`src/rtl/ccc_apb_reconfig_seq_if.sv`:
```
// rtl/ccc_apb_reconfig_seq_if.sv - APB (8-bit data, PADDR[7:2]) link between reconfig sequencer and CCC slave
//
// Signals:
//   PSEL, PENABLE, PWRITE  master -> slave transfer controls
//   PADDR[5:0]             register address bits [7:2]
//   PWDATA[7:0]            write byte
//   PRDATA[7:0]            read byte, slave -> master
//   PREADY, PSLVERR        slave completion and error response
// Modports: master (sequencer side), slave (CCC side).

interface ccc_apb_reconfig_seq_if;
    logic       PSEL;
    logic       PENABLE;
    logic       PWRITE;
    logic [5:0] PADDR;
    logic [7:0] PWDATA;
    logic [7:0] PRDATA;
    logic       PREADY;
    logic       PSLVERR;

    modport master (
        output PSEL, PENABLE, PWRITE, PADDR, PWDATA,
        input  PRDATA, PREADY, PSLVERR
    );

    modport slave (
        input  PSEL, PENABLE, PWRITE, PADDR, PWDATA,
        output PRDATA, PREADY, PSLVERR
    );
endinterface

```
`src/rtl/ccc_apb_reconfig_seq.sv`:
```
// rtl/ccc_apb_reconfig_seq.sv - APB master that reprograms a CCC/PLL from a software-loaded table
//
// Holds the PLL in reset, writes every (address, data) table entry over APB,
// optionally reads them back, releases the PLL reset and waits for a stable LOCK.
//
// Optional feature: define CCC_RECFG_VERIFY_EN to add a read-back pass after the
// writes (mismatch reports ERR_CODE 3). Without it the write pass goes straight
// to the lock wait.
//
// Ports:
//   APB_S_PCLK, APB_S_PRESET_N  clock, asynchronous active-low reset
//   TBL_WE/TBL_IDX/TBL_ADDR/TBL_DATA  table load port (ignored while BUSY)
//   START                       single-cycle start request
//   BUSY, DONE, ERR, ERR_CODE   status: busy level, success pulse, sticky error + code
//   apb_m                       APB master port (PSEL/PENABLE/PWRITE/PADDR/PWDATA out)
//   PLL_ARST_N                  PLL reset, active low; released only by a good sequence
//   LOCK                        asynchronous CCC lock, 2-flop synchronised here

module ccc_apb_reconfig_seq #(
    parameter int NUM_REGS     = 8,
    parameter int RST_HOLD     = 16,
    parameter int LOCK_STABLE  = 64,
    parameter int LOCK_TIMEOUT = 65535
) (
    input  logic                           APB_S_PCLK,
    input  logic                           APB_S_PRESET_N,
    input  logic                           TBL_WE,
    input  logic [4:0]                     TBL_IDX,
    input  logic [5:0]                     TBL_ADDR,
    input  logic [7:0]                     TBL_DATA,
    input  logic                           START,
    output logic                           BUSY,
    output logic                           DONE,
    output logic                           ERR,
    output logic [1:0]                     ERR_CODE,
    ccc_apb_reconfig_seq_if.master         apb_m,
    output logic                           PLL_ARST_N,
    input  logic                           LOCK
);

    localparam int IW    = (NUM_REGS > 1) ? $clog2(NUM_REGS) : 1;
    localparam int DEPTH = 1 << IW;
    localparam int CMAX  = (LOCK_TIMEOUT > RST_HOLD)
                         ? ((LOCK_TIMEOUT > LOCK_STABLE) ? LOCK_TIMEOUT : LOCK_STABLE)
                         : ((RST_HOLD > LOCK_STABLE) ? RST_HOLD : LOCK_STABLE);
    localparam int CW    = $clog2(CMAX + 1);
    localparam logic [IW-1:0] LAST_IDX = IW'(NUM_REGS - 1);

    localparam logic [1:0] EC_NONE     = 2'd0;
    localparam logic [1:0] EC_SLVERR   = 2'd1;
    localparam logic [1:0] EC_TIMEOUT  = 2'd2;
`ifdef CCC_RECFG_VERIFY_EN
    localparam logic [1:0] EC_MISMATCH = 2'd3;

    typedef enum logic [2:0] {
        ST_IDLE, ST_HOLD_RST, ST_WR_SETUP, ST_WR_ACCESS,
        ST_RD_SETUP, ST_RD_ACCESS, ST_WAIT_LOCK, ST_FINISH
    } state_t;
`else
    typedef enum logic [2:0] {
        ST_IDLE, ST_HOLD_RST, ST_WR_SETUP, ST_WR_ACCESS,
        ST_WAIT_LOCK, ST_FINISH
    } state_t;
`endif

    state_t          state, state_d;
    logic [IW-1:0]   idx, idx_d;
    logic [CW-1:0]   cnt, cnt_d;        // hold-reset count, then stable-lock count
    logic [CW-1:0]   tmo, tmo_d;
    logic [1:0]      err_code_q, code_d;
    logic            pll_q, pll_d;
    logic            lock_s1, lock_sync;
    logic            psel, penable, pwrite;

    // Table is plain storage with no reset; contents are undefined until loaded.
    logic [5:0] tbl_addr [DEPTH];
    logic [7:0] tbl_data [DEPTH];

    always_ff @(posedge APB_S_PCLK) begin
        // Guard against indices that would alias into the rounded-up storage.
        if (TBL_WE && !BUSY && (32'(TBL_IDX) < NUM_REGS)) begin
            tbl_addr[TBL_IDX[IW-1:0]] <= TBL_ADDR;
            tbl_data[TBL_IDX[IW-1:0]] <= TBL_DATA;
        end
    end

    always_ff @(posedge APB_S_PCLK or negedge APB_S_PRESET_N) begin
        if (!APB_S_PRESET_N) begin
            state      <= ST_IDLE;
            idx        <= '0;
            cnt        <= '0;
            tmo        <= '0;
            err_code_q <= EC_NONE;
            pll_q      <= 1'b0;
            lock_s1    <= 1'b0;
            lock_sync  <= 1'b0;
        end else begin
            state      <= state_d;
            idx        <= idx_d;
            cnt        <= cnt_d;
            tmo        <= tmo_d;
            err_code_q <= code_d;
            pll_q      <= pll_d;
            lock_s1    <= LOCK;
            lock_sync  <= lock_s1;
        end
    end

    always_comb begin
        state_d = state;
        idx_d   = idx;
        cnt_d   = cnt;
        tmo_d   = tmo;
        code_d  = err_code_q;
        pll_d   = pll_q;
        case (state)
            ST_IDLE: begin
                if (START) begin
                    code_d  = EC_NONE;
                    idx_d   = '0;
                    cnt_d   = '0;
                    pll_d   = 1'b0;
                    state_d = ST_HOLD_RST;
                end
            end
            ST_HOLD_RST: begin
                if (cnt == CW'(RST_HOLD - 1)) begin
                    cnt_d   = '0;
                    state_d = ST_WR_SETUP;
                end else begin
                    cnt_d = cnt + CW'(1);
                end
            end
            ST_WR_SETUP: state_d = ST_WR_ACCESS;
            ST_WR_ACCESS: begin
                if (apb_m.PREADY) begin
                    if (apb_m.PSLVERR) begin
                        code_d  = EC_SLVERR;
                        state_d = ST_FINISH;
                    end else if (idx != LAST_IDX) begin
                        idx_d   = idx + IW'(1);
                        state_d = ST_WR_SETUP;
                    end else begin
`ifdef CCC_RECFG_VERIFY_EN
                        idx_d   = '0;
                        state_d = ST_RD_SETUP;
`else
                        pll_d   = 1'b1;
                        cnt_d   = '0;
                        tmo_d   = '0;
                        state_d = ST_WAIT_LOCK;
`endif
                    end
                end
            end
`ifdef CCC_RECFG_VERIFY_EN
            ST_RD_SETUP: state_d = ST_RD_ACCESS;
            ST_RD_ACCESS: begin
                if (apb_m.PREADY) begin
                    // A bus error outranks a data mismatch on the same beat.
                    if (apb_m.PSLVERR) begin
                        code_d  = EC_SLVERR;
                        state_d = ST_FINISH;
                    end else if (apb_m.PRDATA != tbl_data[idx]) begin
                        code_d  = EC_MISMATCH;
                        state_d = ST_FINISH;
                    end else if (idx != LAST_IDX) begin
                        idx_d   = idx + IW'(1);
                        state_d = ST_RD_SETUP;
                    end else begin
                        pll_d   = 1'b1;
                        cnt_d   = '0;
                        tmo_d   = '0;
                        state_d = ST_WAIT_LOCK;
                    end
                end
            end
`endif
            ST_WAIT_LOCK: begin
                // Qualification wins a tie with the timeout.
                if (lock_sync && (cnt == CW'(LOCK_STABLE - 1))) begin
                    state_d = ST_FINISH;
                end else if (tmo == CW'(LOCK_TIMEOUT - 1)) begin
                    code_d  = EC_TIMEOUT;
                    pll_d   = 1'b0;
                    state_d = ST_FINISH;
                end else begin
                    cnt_d = lock_sync ? (cnt + CW'(1)) : '0;
                    tmo_d = tmo + CW'(1);
                end
            end
            ST_FINISH: state_d = ST_IDLE;
            default:   state_d = ST_IDLE;
        endcase
    end

    always_comb begin
        psel    = 1'b0;
        penable = 1'b0;
        pwrite  = 1'b0;
        case (state)
            ST_WR_SETUP:  begin psel = 1'b1; pwrite = 1'b1; end
            ST_WR_ACCESS: begin psel = 1'b1; penable = 1'b1; pwrite = 1'b1; end
`ifdef CCC_RECFG_VERIFY_EN
            ST_RD_SETUP:  psel = 1'b1;
            ST_RD_ACCESS: begin psel = 1'b1; penable = 1'b1; end
`endif
            default: ;
        endcase
    end

`ifndef CCC_RECFG_VERIFY_EN
    logic unused_prdata;
    assign unused_prdata = ^apb_m.PRDATA;
`endif

    assign apb_m.PSEL    = psel;
    assign apb_m.PENABLE = penable;
    assign apb_m.PWRITE  = pwrite;
    assign apb_m.PADDR   = psel ? tbl_addr[idx] : 6'd0;
    assign apb_m.PWDATA  = psel ? tbl_data[idx] : 8'd0;

    assign BUSY       = (state != ST_IDLE);
    assign DONE       = (state == ST_FINISH) && (err_code_q == EC_NONE);
    assign ERR        = (err_code_q != EC_NONE);
    assign ERR_CODE   = err_code_q;
    assign PLL_ARST_N = pll_q;

endmodule

```
`src/flat_wrapper.sv`:
```
// flat-port wrapper written by rule: the top's interface ports become plain ports
module ccc_apb_reconfig_seq_flat 
#(
    parameter int NUM_REGS     = 8,
    parameter int RST_HOLD     = 16,
    parameter int LOCK_STABLE  = 64,
    parameter int LOCK_TIMEOUT = 65535
)
  (APB_S_PCLK, APB_S_PRESET_N, TBL_WE, TBL_IDX, TBL_ADDR, TBL_DATA, START, BUSY, DONE, ERR, ERR_CODE, PLL_ARST_N, LOCK, apb_m_PSEL, apb_m_PENABLE, apb_m_PWRITE, apb_m_PADDR, apb_m_PWDATA, apb_m_PRDATA, apb_m_PREADY, apb_m_PSLVERR);
  ccc_apb_reconfig_seq_if apb_m_i ();
  input  logic APB_S_PCLK;
  input  logic APB_S_PRESET_N;
  input  logic TBL_WE;
  input  logic [4:0] TBL_IDX;
  input  logic [5:0] TBL_ADDR;
  input  logic [7:0] TBL_DATA;
  input  logic START;
  output logic BUSY;
  output logic DONE;
  output logic ERR;
  output logic [1:0] ERR_CODE;
  output logic PLL_ARST_N;
  input  logic LOCK;
  output wire logic [$bits(apb_m_i.PSEL)-1:0] apb_m_PSEL;
  output wire logic [$bits(apb_m_i.PENABLE)-1:0] apb_m_PENABLE;
  output wire logic [$bits(apb_m_i.PWRITE)-1:0] apb_m_PWRITE;
  output wire logic [$bits(apb_m_i.PADDR)-1:0] apb_m_PADDR;
  output wire logic [$bits(apb_m_i.PWDATA)-1:0] apb_m_PWDATA;
  input wire logic [$bits(apb_m_i.PRDATA)-1:0] apb_m_PRDATA;
  input wire logic [$bits(apb_m_i.PREADY)-1:0] apb_m_PREADY;
  input wire logic [$bits(apb_m_i.PSLVERR)-1:0] apb_m_PSLVERR;
  assign apb_m_PSEL = apb_m_i.PSEL;
  assign apb_m_PENABLE = apb_m_i.PENABLE;
  assign apb_m_PWRITE = apb_m_i.PWRITE;
  assign apb_m_PADDR = apb_m_i.PADDR;
  assign apb_m_PWDATA = apb_m_i.PWDATA;
  assign apb_m_i.PRDATA = apb_m_PRDATA;
  assign apb_m_i.PREADY = apb_m_PREADY;
  assign apb_m_i.PSLVERR = apb_m_PSLVERR;
  ccc_apb_reconfig_seq #(.NUM_REGS(NUM_REGS), .RST_HOLD(RST_HOLD), .LOCK_STABLE(LOCK_STABLE), .LOCK_TIMEOUT(LOCK_TIMEOUT)) u_core (.APB_S_PCLK(APB_S_PCLK), .APB_S_PRESET_N(APB_S_PRESET_N), .TBL_WE(TBL_WE), .TBL_IDX(TBL_IDX), .TBL_ADDR(TBL_ADDR), .TBL_DATA(TBL_DATA), .START(START), .BUSY(BUSY), .DONE(DONE), .ERR(ERR), .ERR_CODE(ERR_CODE), .apb_m(apb_m_i), .PLL_ARST_N(PLL_ARST_N), .LOCK(LOCK));
endmodule
```
`config.mk`:
```
export PLATFORM = sky130hd
export DESIGN_NAME = ccc_apb_reconfig_seq_flat
export DESIGN_NICKNAME = d
export VERILOG_FILES = /design/src/rtl/ccc_apb_reconfig_seq_if.sv /design/src/rtl/ccc_apb_reconfig_seq.sv /design/src/flat_wrapper.sv
export SDC_FILE = /design/constraint.sdc
export NUM_CORES = 1
export LEC_CHECK = 0
export BUFFER_PORTS_ARGS = -buffer_cell sky130_fd_sc_hd__buf_2
export CORE_MARGIN = 2
export CORE_UTILIZATION = 59
export CTS_CLUSTER_DIAMETER = 40
export DETAILED_ROUTE_END_ITERATION = 10
export PLACE_DENSITY = 0.79
export SYNTH_ARGS = -nofsm -noshare
export SYNTH_HDL_FRONTEND = slang
export SYNTH_SLANG_ARGS = --single-unit
export TNS_END_PERCENT = 10
```
`constraint.sdc`:
```
create_clock -name APB_S_PCLK -period 6.3 [get_ports APB_S_PCLK]
set_input_delay 1.26 -clock APB_S_PCLK [delete_from_list [all_inputs] [get_ports APB_S_PCLK]]
set_output_delay 1.26 -clock APB_S_PCLK [all_outputs]
set_load 0.005 [all_outputs]
```
# [Yosys cells after proc, flatten, opt, wreduce, memory -nomap -nowiden]
# Memory sizes are Yosys's and may differ from the RTL's.
# Cells that the tools add are included.
[totals] input_bits=34 word_cells=98 output_inout_bits=23 regBits=43 memories=2 ramBits=112
[classes] n_lt_le_gt_ge=1 n_eq_ne=20 muxes=44 reduce_logical=20 n_addsub=3
[mem_list] name="u_core.tbl_data" depth=8 width=8 read_ports=1 rd_ports_with_merged_regs=0 write_ports=1 line="ccc_apb_reconfig_seq.sv:77" text="logic [7:0] tbl_data [DEPTH];"
[mem_list] name="u_core.tbl_addr" depth=8 width=6 read_ports=1 rd_ports_with_merged_regs=0 write_ports=1 line="ccc_apb_reconfig_seq.sv:76" text="logic [5:0] tbl_addr [DEPTH];"
[ops] op="$mux W16" n=10
[ops] op="$pmux W16 S4" n=1
[ops] op="$mux W3" n=11
[ops] op="$add A16 B1 Y16 const B" n=2
[ops] op="$pmux W16 S2" n=1
[ops] op="$eq A16 B16 Y1 const B" n=1
[ops] op="$eq A16 B4 Y1 const B" n=1
[ops] op="$eq A16 B6 Y1 const B" n=1
[ops] op="$pmux W3 S5" n=1
[ops] op="$ne A2 B2 Y1 const B" n=7
[ops] op="$reduce_and A7 Y1" n=2
[ops] op="$reduce_and A6 Y1" n=2
[ops] op="$mux W1" n=10
[ops] op="$mux W2" n=5
[ops] op="$mux W8" n=1
[ops] op="$eq A3 B2 Y1 const B" n=2
[ops] op="$eq A3 B3 Y1 const B" n=2
[ops] op="$mux W6" n=1
[ops] op="$ne A2 B1 Y1 const B" n=3
[ops] op="$pmux W2 S3" n=1
[ops] op="$pmux W3 S2" n=1
[ops] op="$reduce_bool A2 Y1" n=3
[ops] op="$reduce_bool A3 Y1" n=2
[ops] op="$lt A5 B4 Y1 const B" n=1
[ops] op="13 further kinds" n=16

# [Depth between registers and ports, before layout]
[depth] ltp_word=6 ltp_mapped=8 depth_no_buf=7

# [Least setup slack after synthesis]
# Ideal clock, no wire load.
[synth_path] path_type="input port to flip-flop" from="in TBL_IDX[3]" to="mem u_core.tbl_addr[0][0] (enable)" path_buffers=0 required_ps=5897 setup_time_ps=403 setup_slack_ps=3120 stages=3 arrival_time_ps=2777 path_cell_list="nor4b_1 > nand2b_1 > nor3_1"
[synth_between] elab_chain_cells=4
[synth_lines] element="start, declared" line="flat_wrapper.sv:14" text="input logic [4:0] TBL_IDX;"
[synth_lines] element="$lt A5 B4 Y1" line="ccc_apb_reconfig_seq.sv:81" text="if (TBL_WE && !BUSY && (32'(TBL_IDX) < NUM_REGS)) begin"
[synth_lines] element="$logic_and A1 B1 Y1" line="ccc_apb_reconfig_seq.sv:81"
[synth_lines] element="$mux W1" line="ccc_apb_reconfig_seq.sv:81"
[synth_lines] element="$mux W1 (implied by the code)" line="ccc_apb_reconfig_seq.sv:82" text="tbl_addr[TBL_IDX[IW-1:0]] <= TBL_ADDR;"
[synth_lines] element="end, declared" line="ccc_apb_reconfig_seq.sv:76"
# No other way between the ends.

# [Final worst setup path]
[layout_path] from="reg u_core.idx[0]" to="out apb_m_PADDR[2]"
[layout_between] elab_chain_cells=2
[layout_lines] element="start, declared" line="ccc_apb_reconfig_seq.sv:67" text="logic [IW-1:0] idx, idx_d;"
[layout_lines] element="start signal, assigned" line="ccc_apb_reconfig_seq.sv:99" text="idx <= idx_d;"
[layout_lines] element="$mem_v2 Z8 W6"
[layout_lines] element="$mux W6" line="ccc_apb_reconfig_seq.sv:220" text="assign apb_m.PADDR = psel ? tbl_addr[idx] : 6'd0;"
[layout_lines] element="end, declared" line="flat_wrapper.sv:27" text="output wire logic [$bits(apb_m_i.PADDR)-1:0] apb_m_PADDR;"
# No other way between the ends.

==> results by group <==
Outcome
  – Status: completed

Floorplan
  – DIE HEIGHT: 112 um
  – Starting density of the core: 0.605
  – Die ar.: 0.0126 mm^2
  – Io pins: 57
  – Site row count: 39
  – Die width: 112 um
  – Core Area: 0.0114 mm^2

Routing
  – Final ANT Viol Nets: 0
  – Routed WL: 14100 um
  – Wire per inst: 20.5 um
  – Vias: 4437
  – Vias per cell: 6.44
  – DRC violation total after the first TritonRoute iteration: 495
  – Residual DRC: 0
  – 1st-pass router iterations: 5

Worst setup path
  – Critical Path RT: 5040 ps
  – CP Class: register to primary output
  – CP max FO: 31
  – Setup crit end kind: primary output
  – R2R depth: 7
  – Worst R2R Start: u_core.idx[0]
  – Register-to-register setup slack: 2790 ps
  – Reg2reg end: u_core.cnt[0]
  – CP Launch Type: register
  – WP data arrival: 2480 ps

Power and ir drop
  – Sequential power share: 0.475
  – Cell Int Power: 1890 uW
  – Switching share of power: 0.275
  – P per Cell Area: 334 mW/mm^2
  – Worst vdd ir: 0.306 mV
  – Clock power frac: 0.370
  – Sw power: 720 uW
  – Gate power share: 0.155
  – Pleak: 0.00284 uW

Clocking
  – Clock Root Buffer: clkbuf_16
  – Post-CTS Setup Bufs: 0
  – # hold bufs at CTS: 0
  – Clock latency on the worst-skew pair: 420 ps
  – H-Tree Depth: 4
  – CTS resizes: 0
  – Sink Count: 155
  – Total CTS buffers: 17
  – Max clock buf depth: 2
  – CTS tree: yes
  – Clk slew on worst S/H paths: 60 ps

Synthesis
  – Synthesized flop and latch total: 155
  – Post-synth ARST share: 0.277
  – Largest cells by area after synthesis: edfxtp_1 49%, dfrtp_1 16%, mux4_2 9.1%
  – Synth Flop Type: edfxtp_1
  – Number of distinct library cells after synthesis: 53
  – Post-synthesis sequential area ratio: 0.643
  – EDFF count, synth: 112
  – Gate Count Post-Synth: 485
  – Average cell area after synthesis: 14.2 um^2
  – Synth warn: 0
  – Most common cell in the netlist: edfxtp_1
  – Mapped cell area: 0.00690 mm^2
  – Leading area contributor after synthesis: edfxtp_1
  – Top cells by count, synth: 112 x edfxtp_1, 48 x nor2_1, 43 x dfrtp_1, 28 x mux4_2, 28 x o21ai_0
  – Syn Nets: 524
  – Top-area cell type share of the netlist area: 0.487

Timing
  – Min Hold Slack: 359 ps
  – RSZ-0062 raised after global routing: false
  – Setup TNS: 0 ps
  – Fmax achieved: 267 MHz
  – Final setup vio count: 0
  – PnR worst setup slack: 2560 ps
  – Post-route minimum period: 3740 ps
  – Skew final: 11.5 ps
  – Slew Viols, Final: 0
  – Fin crit share: 0.594
  – Slew @ Worst Pin: 991 ps
  – Final number of hold-violating endpoints: 0
  – Max_slew headroom: 0.340

Min path
  – Worst hold path class: register to register
  – Hold path depth: 0
  – HP Start: u_core.lock_s1
  – Worst Hold Path EP: u_core.lock_sync

Final layout
  – Final core utilization: 0.685
  – Fill cell count: 789
  – Synth-to-layout area growth: 13.3%
  – Layout Nets: 572
  – Finished Cell Area: 0.00782 mm^2
  – Fraction of layout instances using a drive strength above 1: 0.239

Global route
  – First-pass GRT wire length: 22800 um
  – Vias in the first global route: 4389
  – Grt ovf: 0
  – Largest net degree at the start of global routing: 44
  – GRT Util Overall: 0.237
  – Initial antenna violation count: 1

Placed design
  – Post-detail-place hpwl: 8730 um
  – Port Buffers: 48
  – Post-Place Cell Area: 0.00726 mm^2
  – GPL Wtd Cong: 0.915
  – Pre-CTS WS: 2760 ps

Flow run
  – MaxCap Viol Count: 0
-- area by class of cell --
| cell class | instances | area (um^2) | area share |
|---|---|---|---|
| Tap cell | 143 | 179 | 0.0229 |
| Clock inverter | 14 | 135 | 0.0173 |
| Antenna cell | 1 | 2.50 | 0.000320 |
| Clock buffer | 17 | 425 | 0.0544 |
| Sequential cell | 155 | 4440 | 0.568 |
| Timing Repair Buffer | 56 | 300 | 0.0384 |
| Multi-Input combinational cell | 294 | 2300 | 0.295 |
| Inverter | 9 | 33.8 | 0.00432 |
-- layer usage --
metal  track usage  wire length [um]  vias up
met4        0.0789               142        0
met3        0.0481               944       15
li1              -                 -     2008
met1         0.328              5910     2236
met5             0                 0        -
met2         0.384              7090      178
-- cell usage in the layout, fill, tap and decap left out, types with 6 or more instances in the layout --
cell type,count
edfxtp_1,112
buf_2,48
nor2_1,46
dfrtp_1,42
mux4_2,28
o21ai_0,28
nand2_1,26
clkbuf_16,17
mux2i_1,14
nand3_1,13
nand4_1,13
nor3_1,11
o31ai_1,10
inv_1,9
and3_1,9
buf_4,8
a22o_1,7
nand2b_1,6
a221o_1,6
-- power groups by stage --
stage          registers (uW)  logic, uW  clock network, uW
2_1_floorplan            1200        342                  0
3_3_place_gp             1260        385                  0
3_5_place_dp             1260        400                  0
4_1_cts                  1240        403                978
5_1_grt                  1260        447               1010
6_report                 1240        405                966
-- state kept, by name, summed over array words and instances, names as in the netlist --
register and cells:
u_core.lock_s1 1, u_core.lock_sync 1, u_core.tbl_addr 48, u_core.state 3, u_core.ERR_CODE 2, u_core.idx 3, u_core.cnt 16, u_core.PLL_ARST_N 1
u_core.tmo 16, u_core.tbl_data 64
-- per-stage QoR --
stage / std cells / total power [uW]
2_1_floorplan: 485 / 1550
3_3_place_gp: 657 / 1640
3_5_place_dp: 657 / 1660
4_1_cts: 688 / 2620
5_1_grt: 688 / 2720
6_report: 689 / 2610
-- kinds of logic after synthesis --
logic type,after synthesis,share of synthesized area
buffers and inverters,36,0.0252
AOI/OAI and AO/OA,84,0.0859
DFF,155,0.643
and+or+nand+nor,159,0.119
muxes,46,0.118
adders and majority gates,5,0.00906
-- how the worst max path moves through the flow --
stage | start | cells past startpoint | slack [ps] | to
2_1_floorplan | TBL_IDX[3] | 3 | 3120 | u_core.tbl_addr[0][0]
3_3_place_gp | TBL_IDX[3] | 5 | 2840 | u_core.tbl_data[0][2]
3_5_place_dp | TBL_IDX[3] | 5 | 2760 | u_core.tbl_data[0][2]
4_1_cts | u_core.idx[0] | 4 | 2470 | apb_m_PWDATA[4]
5_1_grt | u_core.idx[0] | 4 | 2310 | apb_m_PADDR[2]
6_report | u_core.idx[0] | 4 | 2560 | apb_m_PADDR[2]
-- worst max-delay path, cell delays in order, from the launching register on --
cell     delay [ps]
dfrtp_2        1020
mux4_2          610
mux2i_1         150
nor2_1           90
buf_2           180
Note: power is estimated with default switching activity, not from simulation.
